===== config.mk =====
export PLATFORM = sky130hd
export DESIGN_NAME = finder_ratio_scanner
export DESIGN_NICKNAME = d
export VERILOG_FILES = /design/src/rtl/qr_scan_pkg.sv /design/src/rtl/run_length_encoder.sv /design/src/rtl/finder_ratio_scanner.sv
export SDC_FILE = /design/constraint.sdc
export NUM_CORES = 1
export LEC_CHECK = 0
export ABC_AREA = 0
export CORE_ASPECT_RATIO = 1.25
export CORE_MARGIN = 2
export CORE_UTILIZATION = 55
export CTS_BUF_LIST = sky130_fd_sc_hd__clkbuf_16
export CTS_CLUSTER_SIZE = 28
export DETAILED_ROUTE_END_ITERATION = 7
export PLACE_DENSITY = 0.72
export SYNTH_ARGS = -nofsm -noshare
export SYNTH_HDL_FRONTEND = slang
export SYNTH_HIERARCHICAL = 1
export SYNTH_SLANG_ARGS = --single-unit

===== constraint.sdc =====
create_clock -name clk_in -period 11.5 [get_ports clk_in]
set_clock_uncertainty 0.05 [all_clocks]
set_input_delay 3.45 -clock clk_in [delete_from_list [all_inputs] [get_ports clk_in]]
set_output_delay 3.45 -clock clk_in [all_outputs]
set_load 0.05 [all_outputs]

===== src/rtl/qr_scan_pkg.sv =====
// Shared types and ratio test for the finder-pattern scanners.
// Imported by the ratio scanner and the horizontal locator.
package qr_scan_pkg;

  typedef enum logic [2:0] {
    S_IDLE,
    S_FETCH,
    S_DRAIN,
    S_EMIT,
    S_DONE
  } scan_state_t;

  localparam int WIN = 5;
  localparam int CALC_W = 32;

  localparam logic [WIN-1:0][2:0] RATIO_K = {
    3'd1, 3'd1, 3'd3, 3'd1, 3'd1
  };

  // One window slot against its 1:1:3:1:1 share of the window sum.
  function automatic logic ratio_ok(
    input logic [CALC_W-1:0] run,
    input logic [2:0]        k,
    input logic [CALC_W-1:0] s,
    input int unsigned       tol_shift
  );
    logic [CALC_W-1:0] a;
    logic [CALC_W-1:0] b;
    logic [CALC_W-1:0] d;
    a = run * CALC_W'(7);
    b = s * CALC_W'(k);
    d = (a >= b) ? (a - b) : (b - a);
    return d <= (s >> tol_shift);
  endfunction

endpackage


===== src/rtl/run_length_encoder.sv =====
// Run-length encoder for one scan line of binarised pixels.
// A run is reported on a colour change and once more after the last pixel.
module run_length_encoder #(
  parameter int LEN_W = 10,
  parameter int POS_W = 10
) (
  input  logic             clk,
  input  logic             rst_n,
  input  logic             clear,
  input  logic             pixel,
  input  logic             valid,
  input  logic             last,
  output logic [LEN_W-1:0] run_len,
  output logic             run_colour,
  output logic [POS_W-1:0] run_start,
  output logic             run_valid
);

  logic [LEN_W-1:0] len_q;
  logic             colour_q;
  logic [POS_W-1:0] start_q;
  logic [POS_W-1:0] pos_q;
  logic             open_q;
  logic             flush_q;
  logic             change;

  assign change = valid && open_q
               && (pixel != colour_q);
  assign run_valid  = change || flush_q;
  assign run_len    = len_q;
  assign run_colour = colour_q;
  assign run_start  = start_q;

  always_ff @(posedge clk or negedge rst_n) begin
    if (!rst_n) begin
      len_q    <= '0;
      colour_q <= 1'b0;
      start_q  <= '0;
      pos_q    <= '0;
      open_q   <= 1'b0;
      flush_q  <= 1'b0;
    end else if (clear) begin
      len_q    <= '0;
      colour_q <= 1'b0;
      start_q  <= '0;
      pos_q    <= '0;
      open_q   <= 1'b0;
      flush_q  <= 1'b0;
    end else begin
      // The run holding the last pixel is closed one cycle later.
      flush_q <= valid && last;
      if (flush_q) begin
        open_q <= 1'b0;
      end
      if (valid) begin
        pos_q <= pos_q + POS_W'(1);
        if (!open_q || change) begin
          open_q   <= 1'b1;
          colour_q <= pixel;
          len_q    <= LEN_W'(1);
          start_q  <= pos_q;
        end else begin
          len_q <= len_q + LEN_W'(1);
        end
      end
    end
  end

endmodule


===== src/rtl/finder_ratio_scanner.sv =====
// Scans rows or columns of a binarised frame for 1:1:3:1:1 runs.
// Emits one record per line: match count and first match centre.
module finder_ratio_scanner
  import qr_scan_pkg::*;
#(
  parameter int   WIDTH        = 640,
  parameter int   HEIGHT       = 480,
  parameter int   READ_LATENCY = 2,
  parameter int   TOL_SHIFT    = 1,
  parameter logic BLACK_VALUE  = 1'b0,
  parameter int   CNT_W        = 4,
  localparam int  MAX_DIM = (WIDTH > HEIGHT) ? WIDTH : HEIGHT,
  localparam int  ADDR_W  = $clog2(WIDTH * HEIGHT),
  localparam int  IDX_W   = $clog2(MAX_DIM),
  localparam int  RUN_W   = $clog2(MAX_DIM + 1),
  localparam int  SUM_W   = RUN_W + 3
) (
  input  logic              clk_in,
  input  logic              rst_n_in,
  input  logic              start_in,
  input  logic              dir_in,
  output logic [ADDR_W-1:0] pixel_address,
  input  logic              pixel_data,
  output logic              busy_out,
  output logic              line_valid_out,
  input  logic              line_ready_in,
  output logic [IDX_W-1:0]  line_index_out,
  output logic [CNT_W-1:0]  match_count_out,
  output logic [IDX_W-1:0]  first_center_out,
  output logic              done_out
);

  scan_state_t state_q;
  scan_state_t state_d;

  logic             dir_q;
  logic [IDX_W-1:0] line_q;
  logic [IDX_W-1:0] pos_q;
  logic [2:0]       drain_q;
  logic             issue;
  logic             line_start;
  logic [IDX_W-1:0] len_last;
  logic [IDX_W-1:0] lines_last;

  logic [READ_LATENCY-1:0] tag_q;
  logic [READ_LATENCY-1:0] last_q;

  logic [RUN_W-1:0] run_len;
  logic             run_colour;
  logic [IDX_W-1:0] run_start;
  logic             run_valid;
  logic             run_black;

  logic [WIN-2:0][RUN_W-1:0] win_len_q;
  logic [WIN-2:0]            win_black_q;
  logic [IDX_W-1:0]          start2_q;
  logic [IDX_W-1:0]          start3_q;
  logic [2:0]                fill_q;
  logic [WIN-1:0][RUN_W-1:0] cand_len;
  logic [WIN-1:0]            cand_black;
  logic [SUM_W-1:0]          sum;
  logic                      ratios_ok;
  logic                      match;
  logic [IDX_W-1:0]          center_calc;

  logic [CNT_W-1:0] count_q;
  logic [IDX_W-1:0] center_q;
  logic             found_q;

  assign len_last = dir_q ? IDX_W'(HEIGHT - 1)
                          : IDX_W'(WIDTH - 1);
  assign lines_last = dir_q ? IDX_W'(WIDTH - 1)
                            : IDX_W'(HEIGHT - 1);

  always_ff @(posedge clk_in or negedge rst_n_in) begin
    if (!rst_n_in) begin
      state_q <= S_IDLE;
    end else begin
      state_q <= state_d;
    end
  end

  always_comb begin
    state_d    = state_q;
    issue      = 1'b0;
    line_start = 1'b0;
    unique case (state_q)
      S_IDLE: begin
        if (start_in) begin
          state_d    = S_FETCH;
          line_start = 1'b1;
        end
      end
      S_FETCH: begin
        issue = 1'b1;
        if (pos_q == len_last) begin
          state_d = S_DRAIN;
        end
      end
      S_DRAIN: begin
        if (drain_q == 3'(READ_LATENCY)) begin
          state_d = S_EMIT;
        end
      end
      S_EMIT: begin
        if (line_ready_in) begin
          if (line_q == lines_last) begin
            state_d = S_DONE;
          end else begin
            state_d    = S_FETCH;
            line_start = 1'b1;
          end
        end
      end
      S_DONE: begin
        state_d = S_IDLE;
      end
      default: begin
        state_d = S_IDLE;
      end
    endcase
  end

  always_comb begin
    pixel_address = '0;
    if (issue) begin
      if (dir_q) begin
        pixel_address = ADDR_W'(line_q)
          + ADDR_W'(pos_q) * ADDR_W'(WIDTH);
      end else begin
        pixel_address = ADDR_W'(pos_q)
          + ADDR_W'(line_q) * ADDR_W'(WIDTH);
      end
    end
  end

  assign busy_out = (state_q == S_FETCH)
                 || (state_q == S_DRAIN)
                 || (state_q == S_EMIT);
  assign line_valid_out   = (state_q == S_EMIT);
  assign done_out         = (state_q == S_DONE);
  assign line_index_out   = line_q;
  assign match_count_out  = count_q;
  assign first_center_out = center_q;

  always_ff @(posedge clk_in or negedge rst_n_in) begin
    if (!rst_n_in) begin
      dir_q   <= 1'b0;
      line_q  <= '0;
      pos_q   <= '0;
      drain_q <= '0;
    end else begin
      if (state_q == S_IDLE && start_in) begin
        dir_q  <= dir_in;
        line_q <= '0;
      end else if (state_q == S_EMIT && line_start) begin
        line_q <= line_q + IDX_W'(1);
      end
      if (line_start) begin
        pos_q <= '0;
      end else if (issue) begin
        pos_q <= pos_q + IDX_W'(1);
      end
      drain_q <= (state_q == S_DRAIN)
               ? drain_q + 3'd1 : 3'd0;
    end
  end

  // Address tags ride alongside the memory read latency.
  always_ff @(posedge clk_in or negedge rst_n_in) begin
    if (!rst_n_in) begin
      tag_q  <= '0;
      last_q <= '0;
    end else begin
      tag_q[0]  <= issue;
      last_q[0] <= issue && (pos_q == len_last);
      for (int i = 1; i < READ_LATENCY; i++) begin
        tag_q[i]  <= tag_q[i-1];
        last_q[i] <= last_q[i-1];
      end
    end
  end

  run_length_encoder #(
    .LEN_W (RUN_W),
    .POS_W (IDX_W)
  ) u_rle (
    .clk        (clk_in),
    .rst_n      (rst_n_in),
    .clear      (line_start),
    .pixel      (pixel_data),
    .valid      (tag_q[READ_LATENCY-1]),
    .last       (last_q[READ_LATENCY-1]),
    .run_len    (run_len),
    .run_colour (run_colour),
    .run_start  (run_start),
    .run_valid  (run_valid)
  );

  assign run_black  = (run_colour == BLACK_VALUE);
  assign cand_len   = {run_len, win_len_q};
  assign cand_black = {run_black, win_black_q};

  always_comb begin
    sum       = '0;
    ratios_ok = 1'b1;
    for (int i = 0; i < WIN; i++) begin
      sum = sum + SUM_W'(cand_len[i]);
    end
    for (int i = 0; i < WIN; i++) begin
      ratios_ok = ratios_ok & ratio_ok(
        CALC_W'(cand_len[i]), RATIO_K[i],
        CALC_W'(sum), TOL_SHIFT);
    end
  end

  assign match = run_valid && (fill_q == 3'd4)
              && cand_black[0] && ratios_ok;
  assign center_calc = start2_q
    + IDX_W'(win_len_q[2] >> 1);

  always_ff @(posedge clk_in or negedge rst_n_in) begin
    if (!rst_n_in) begin
      win_len_q   <= '0;
      win_black_q <= '0;
      start2_q    <= '0;
      start3_q    <= '0;
      fill_q      <= '0;
      count_q     <= '0;
      center_q    <= '0;
      found_q     <= 1'b0;
    end else if (line_start) begin
      win_len_q   <= '0;
      win_black_q <= '0;
      start2_q    <= '0;
      start3_q    <= '0;
      fill_q      <= '0;
      count_q     <= '0;
      center_q    <= '0;
      found_q     <= 1'b0;
    end else if (run_valid) begin
      // Slide by one run regardless of the match result.
      win_len_q   <= cand_len[WIN-1:1];
      win_black_q <= cand_black[WIN-1:1];
      start3_q    <= run_start;
      start2_q    <= start3_q;
      if (fill_q != 3'd4) begin
        fill_q <= fill_q + 3'd1;
      end
      if (match) begin
        if (count_q != '1) begin
          count_q <= count_q + CNT_W'(1);
        end
        if (!found_q) begin
          center_q <= center_calc;
          found_q  <= 1'b1;
        end
      end
    end
  end

endmodule


Word level (Yosys, flattened, before mapping):

Index checks and enable logic that the tools add are counted.
W data, S select, Z words.

* bits in registers: 146
* input port bits: 6
* output and inout port bits: 46
* word-level logic and storage cells: 179

* add/sub/neg operators: 24
* $mul: 8
* $lt $le $gt $ge: 10
* eq/ne operators: 16
* multiplexer cells: 63
* bitwise gates (word level): 5
* reduce and logical (&&, ||, !) cells: 29

Operators with widths (number)
* $mux W10: 22
* $le A32 B12 Y1: 5
* $mux W32: 5
* $sub A13 B13 Y14: 8
* $mux W40: 2
* $mul A10 B3 Y13 const B: 5
* $ge A13 B13 Y1: 4
* $add A10 B1 Y10 const B: 4
* $add A10 B19 Y19: 2
* $mux W19: 2
* $mux W3: 9
* $mul A10 B3 Y12 const B: 2
* $mux W4: 6
* $eq A10 B10 Y1: 2
* $reduce_bool A2 Y1: 8
* $sub A13 B15 Y16: 1
* $sub A15 B13 Y16: 1
* $ge A13 B15 Y1: 1
* $mul A13 B2 Y15 const B: 1
* $mux W1: 15
* $add A12 B10 Y13: 1
* $add A13 B10 Y13: 1
* $add A11 B10 Y12: 1
* $pmux W3 S4: 1
* other kinds (22): 46

Longest topological paths before layout:

* word-level depth: 15
* gate-level depth with buffers: 49
* mapped depth without buffers: 47

Hierarchy:

Netlist, hierarchy kept.

Modules (own cells, without submodules)
* finder_ratio_scanner: instances 1, cells an instance 2298, area an instance 19535.0 um^2, sequential area each 2827.7 um^2
* run_length_encoder: instances 1, cells an instance 135, area an instance 1529.0 um^2, sequential area each 825.8 um^2

Worst setup path before layout:

OpenSTA, ideal clock, no wires.

* path type: reg2reg
* from: reg u_rle.len_q[4], in the netlist u_rle/run_len[4]
* to: reg count_q[3], in the netlist match_count_out[3]
* arrival time: 10.221 ns
* setup slack: 1.149 ns
* stages on the path, launching flop included: 49
* path buffers: 2
* clock period less this slack: 10.351 ns
* path through: dfrtp_1 -> inv_1 -> fa_1 -> inv_1 -> fa_1 -> inv_1 -> fa_1 -> inv_1 -> ha_1 -> a21o_1 -> a21o_1 -> o21ai_2 -> nand2_1 -> inv_1 -> buf_1 -> ha_1 -> o21ai_0 -> nand2_1 -> [... 13 more ...] -> o21ai_0 -> a221oi_1 -> o21ai_0 -> a31oi_1 -> xnor2_1 -> ha_1 -> a21o_1 -> a21o_1 -> a21oi_1 -> a21oi_1 -> a211o_1 -> nor4_1 -> o2111ai_1 -> or4b_4 -> nor4_4 -> buf_6 -> a31oi_1 -> nor3_2

* cells in the longest elaborated chain, start to end: 11

Ends and longest elaborated chain
* from (decl): line run_length_encoder.sv:19 `logic [LEN_W-1:0] len_q;`
* from (signal assigned): line run_length_encoder.sv:63 `len_q <= len_q + LEN_W'(1);`
* $add A13 B10 Y13: line finder_ratio_scanner.sv:208 `sum = sum + SUM_W'(cand_len[i]);`
* $mul A13 B2 Y15, or another cell as far along: line qr_scan_pkg.sv:31 `b = s * CALC_W'(k);`
* $sub A15 B13 Y16, or another cell as far along: line qr_scan_pkg.sv:32 `d = (a >= b) ? (a - b) : (b - a);`
* $mux W32 or $le A32 B12 Y1 (tied branches): line qr_scan_pkg.sv:32, qr_scan_pkg.sv:33
* $le A32 B12 Y1 or $and A1 B1 Y1 (tied branches): line qr_scan_pkg.sv:33, finder_ratio_scanner.sv:211
* $and A1 B1 Y1 (2 in a row): line finder_ratio_scanner.sv:211 `ratios_ok = ratios_ok & ratio_ok(`
* $and A1 B1 Y1 (*): line finder_ratio_scanner.sv:211
* $logic_and A1 B1 Y1 (*): line finder_ratio_scanner.sv:218 `&& cand_black[0] && ratios_ok;`
* $reduce_bool A2 Y1 (no source line) (*)
* $reduce_and A3 Y1 (no source line) (*)
* to (signal assigned): line finder_ratio_scanner.sv:252 `count_q <= count_q + CNT_W'(1);`
* to (decl): line finder_ratio_scanner.sv:66 `logic [CNT_W-1:0] count_q;`

Mark *: on every way between the ends. The rest lies on a longest branch, timed or not.
A chain may end at the register's enable or synchronous reset.

Worst setup path in the final report:

* from: reg win_len_q (netlist bit cand_len[0])
* to: reg center_q[9], in the netlist first_center_out[9]

* cells in the longest elaborated chain, start to end: 14

Ends and longest elaborated chain
* from (decl): line finder_ratio_scanner.sv:54 `logic [WIN-2:0][RUN_W-1:0] win_len_q;`
* from (signal assigned): line finder_ratio_scanner.sv:243 `win_len_q <= cand_len[WIN-1:1];`
* $add A10 B10 Y11: line finder_ratio_scanner.sv:208
* $add A11 B10 Y12: line finder_ratio_scanner.sv:208
* $add A12 B10 Y13: line finder_ratio_scanner.sv:208
* $add A13 B10 Y13: line finder_ratio_scanner.sv:208
* $mul A13 B2 Y15, or another cell as far along: line qr_scan_pkg.sv:31
* $sub A15 B13 Y16, or another cell as far along: line qr_scan_pkg.sv:32
* $mux W32 or $le A32 B12 Y1 (tied branches): line qr_scan_pkg.sv:32, qr_scan_pkg.sv:33
* $le A32 B12 Y1 or $and A1 B1 Y1 (tied branches): line qr_scan_pkg.sv:33, finder_ratio_scanner.sv:211
* $and A1 B1 Y1 (2 in a row): line finder_ratio_scanner.sv:211
* $and A1 B1 Y1 (*): line finder_ratio_scanner.sv:211
* $logic_and A1 B1 Y1 (*): line finder_ratio_scanner.sv:218
* $reduce_bool A2 Y1 (no source line) (*)
* $reduce_and A3 Y1 (no source line) (*)
* to (signal assigned): line finder_ratio_scanner.sv:255 `center_q <= center_calc;`
* to (decl): line finder_ratio_scanner.sv:67 `logic [IDX_W-1:0] center_q;`

Marked as above.

==> impl_metrics.ini <==
[status]
status = finished, final reports clean

[cells_and_area]
nNetsFinal = 2887
final_cell_area_um2 = 22900
diodes = 0
layout_commonest_cell = ha_1
mostFrequentLayoutCells = ha_1, inv_1, nor2_1
nFillCells = 3343
drive_gt1_share_pct = 6.92
fin_util_pct = 60.3
areaGrowthSynthToFinish_pct = 8.65

[route]
wl_per_cell_um = 20.4
avgViaCountPerCell = 6.15
dr_total_vias = 18327
ant_nets = 0
finalWirelength_mm = 60.7
first_pass_iters = 5
drt_iter0_markers = 1433
drc = 0

[floorplan]
initial_core_util_pct = 55.5
fp-row-count = 80
placeableCoreArea_um2 = 37900
dieArea_um2 = 39900
ios = 52
die_h_um = 223
die_w_um = 179

[setup_path]
critPathSlowestCell = dfrtp_1
slowest_delay_ns = 0.55
critPathLaunchType = register
cp_common_cell = a21oi_1
critical_path_class = reg2reg
worstPathRequired_ns = 11.79
crit_arrival_ns = 10.97
cp_num_buf_inv = 6
cp-end-kind = register
critPathTopFamily = compound AO/OA/AOI/OAI gates
path_max_fanout = 13
r2r_setup_slack_ns = 0.82

[clock_tree]
root_buffer = clkbuf_16
clk_path_buf_depth = 2
cts_buffers = 17
clk_latency_ns = 0.43
cts_tree = done
clk_pin_slew_ns = 0.06
cts_htree_levels = 4
clock-sinks = 146
holdBufCountCts = 0

[placement]
gp_congestion = 1.00
dp_hpwl_mm = 47.8
dpl_cell_area_um2 = 22200
io_buffers = 51

[min_path]
hold_path.class = reg2reg

[logic_synthesis]
seq_area_frac_synth_pct = 17.3
yosysUniqueCellTypes = 104
yosysWarnings = 6
avgSynthCellArea_um2 = 8.66
synth_edf_count = 0
ys_seq_elements = 146
synth_nets = 2847
syn_area_um2 = 21100
async_flop_share_pct = 100
synthCells = 2433
synth-main-ff-cell = dfrtp_1

[global_route]
grt_overflow = 0
antenna_found_initial = 0
grt_usage_pct = 30.9
grt_pass1_wl_mm = 97.2
grt_start_max_net_pins = 80
grt_pass1_vias = 18024

[timing]
slew_violations = 0
slew_headroom_pct = 23.8
clock.fmax_mhz = 93.7
tns_ns = 0
period_minus_slack_ns = 10.68
final-hold-violation-count = 0
fin_crit_sh_pct = 92.8
tightest_slew_ns = 1.14
holdWs_ns = 0.303
setup_violations = 0

[flow_run]
maxCapViolations = 0
-- cells in the mapped netlist, drive strengths merged, types with 8 or more instances --
| cell | instances | area (um2) |
|---|---|---|
| xnor2 | 110 | 971 |
| mux2i | 104 | 1040 |
| o31ai | 12 | 90.1 |
| nor2 | 217 | 835 |
| clkbuf | 64 | 240 |
| a221oi | 9 | 78.8 |
| xor2 | 72 | 646 |
| o211ai | 25 | 188 |
| or2 | 13 | 81.3 |
| nor2b | 25 | 156 |
| inv | 238 | 893 |
| nand4 | 35 | 219 |
| fa | 95 | 1900 |
| nand2b | 26 | 163 |
| nand2 | 111 | 424 |
| a211o | 9 | 80.1 |
| a21o | 78 | 586 |
| and3 | 33 | 211 |
| nor4 | 15 | 128 |
| or3 | 13 | 86.3 |
| o21ai | 96 | 488 |
| ha | 313 | 3920 |
| nand3 | 41 | 215 |
| o2111ai | 8 | 82.6 |
| a22o | 10 | 100 |
| buf | 18 | 115 |
| maj3 | 10 | 100 |
| a221o | 8 | 80.1 |
| o21bai | 44 | 330 |
| nor3 | 38 | 206 |
| a21oi | 189 | 950 |
| a31oi | 29 | 188 |
| o21a | 16 | 120 |
| dfrtp | 146 | 3650 |
| a211oi | 31 | 290 |
| a31o | 8 | 70.1 |
| and2 | 11 | 68.8 |
-- final timing paths --
path | startpoint | end | cells after the start
max | cand_len[0] | first_center_out[9] | 45
max reg2reg | cand_len[0] | first_center_out[9] | 45
max in group asynchronous | rst_n_in | u_rle/run_len[5] | 2
min in group asynchronous | rst_n_in | u_rle/pos_q[5] | 1
min | tag_q[0] | tag_q[1] | 0
min reg2reg | tag_q[0] | tag_q[1] | 0
-- per-layer routing --
metal  track usage, %  share of wire (%)  vias to the layer above
li1                 -                  -                     8711
met1             38.9                 42                     8823
met2             52.3                 48                      624
met3             3.63                4.8                      169
met4             14.9                5.6                        0
met5                0                  0                        -
-- logic make-up after synthesis --
group | synth area share, %
AO/OA/AOI/OAI | 20.4
AND/OR/NAND/NOR | 14.7
adder cells (fa/ha/maj) | 28.1
buffers and inverters | 5.95
XOR/XNOR | 8.21
flip-flops | 17.3
multiplexers | 5.32
-- area by class of cell --
cell class                      instances  area (um2)  share of cell area (%)
Clock buffer                           17         425                    1.86
Sequential cell                       146        3660                    16.0
Tap cell                              492         616                    2.69
Timing Repair Buffer                  103         927                    4.05
Inverter                              239         897                    3.92
Multi-Input combinational cell       1966       16200                    70.9
Clock inverter                         15         141                   0.618
-- flip-flops by register name (all words and copies together) (netlist names), 10 cells and up --
| signal | cells |
|---|---|
| line_index_out | 10 |
| start3_q | 10 |
| pos_q | 10 |
| first_center_out | 10 |
| cand_len | 40 |
| u_rle/run_len | 10 |
| start2_q | 10 |
| u_rle/pos_q | 10 |
| u_rle/run_start | 10 |
-- metrics by stage --
step                setup WS (ns)  instances
floorplan                    1.15       2433
global placement            0.696       2934
detailed placement          0.397       2934
CTS                         0.341       2966
global route             -0.00459       2978
finish                      0.822       2978
-- what timing repair did --
item                       in CTS  in global routing
setup endpoints to repair       0                 15
resized for setup               0                 13
setup buffers                   0                 12
Power is not shown: default switching activity piles up to over one toggle a cycle in this logic, so the estimate is an artifact.
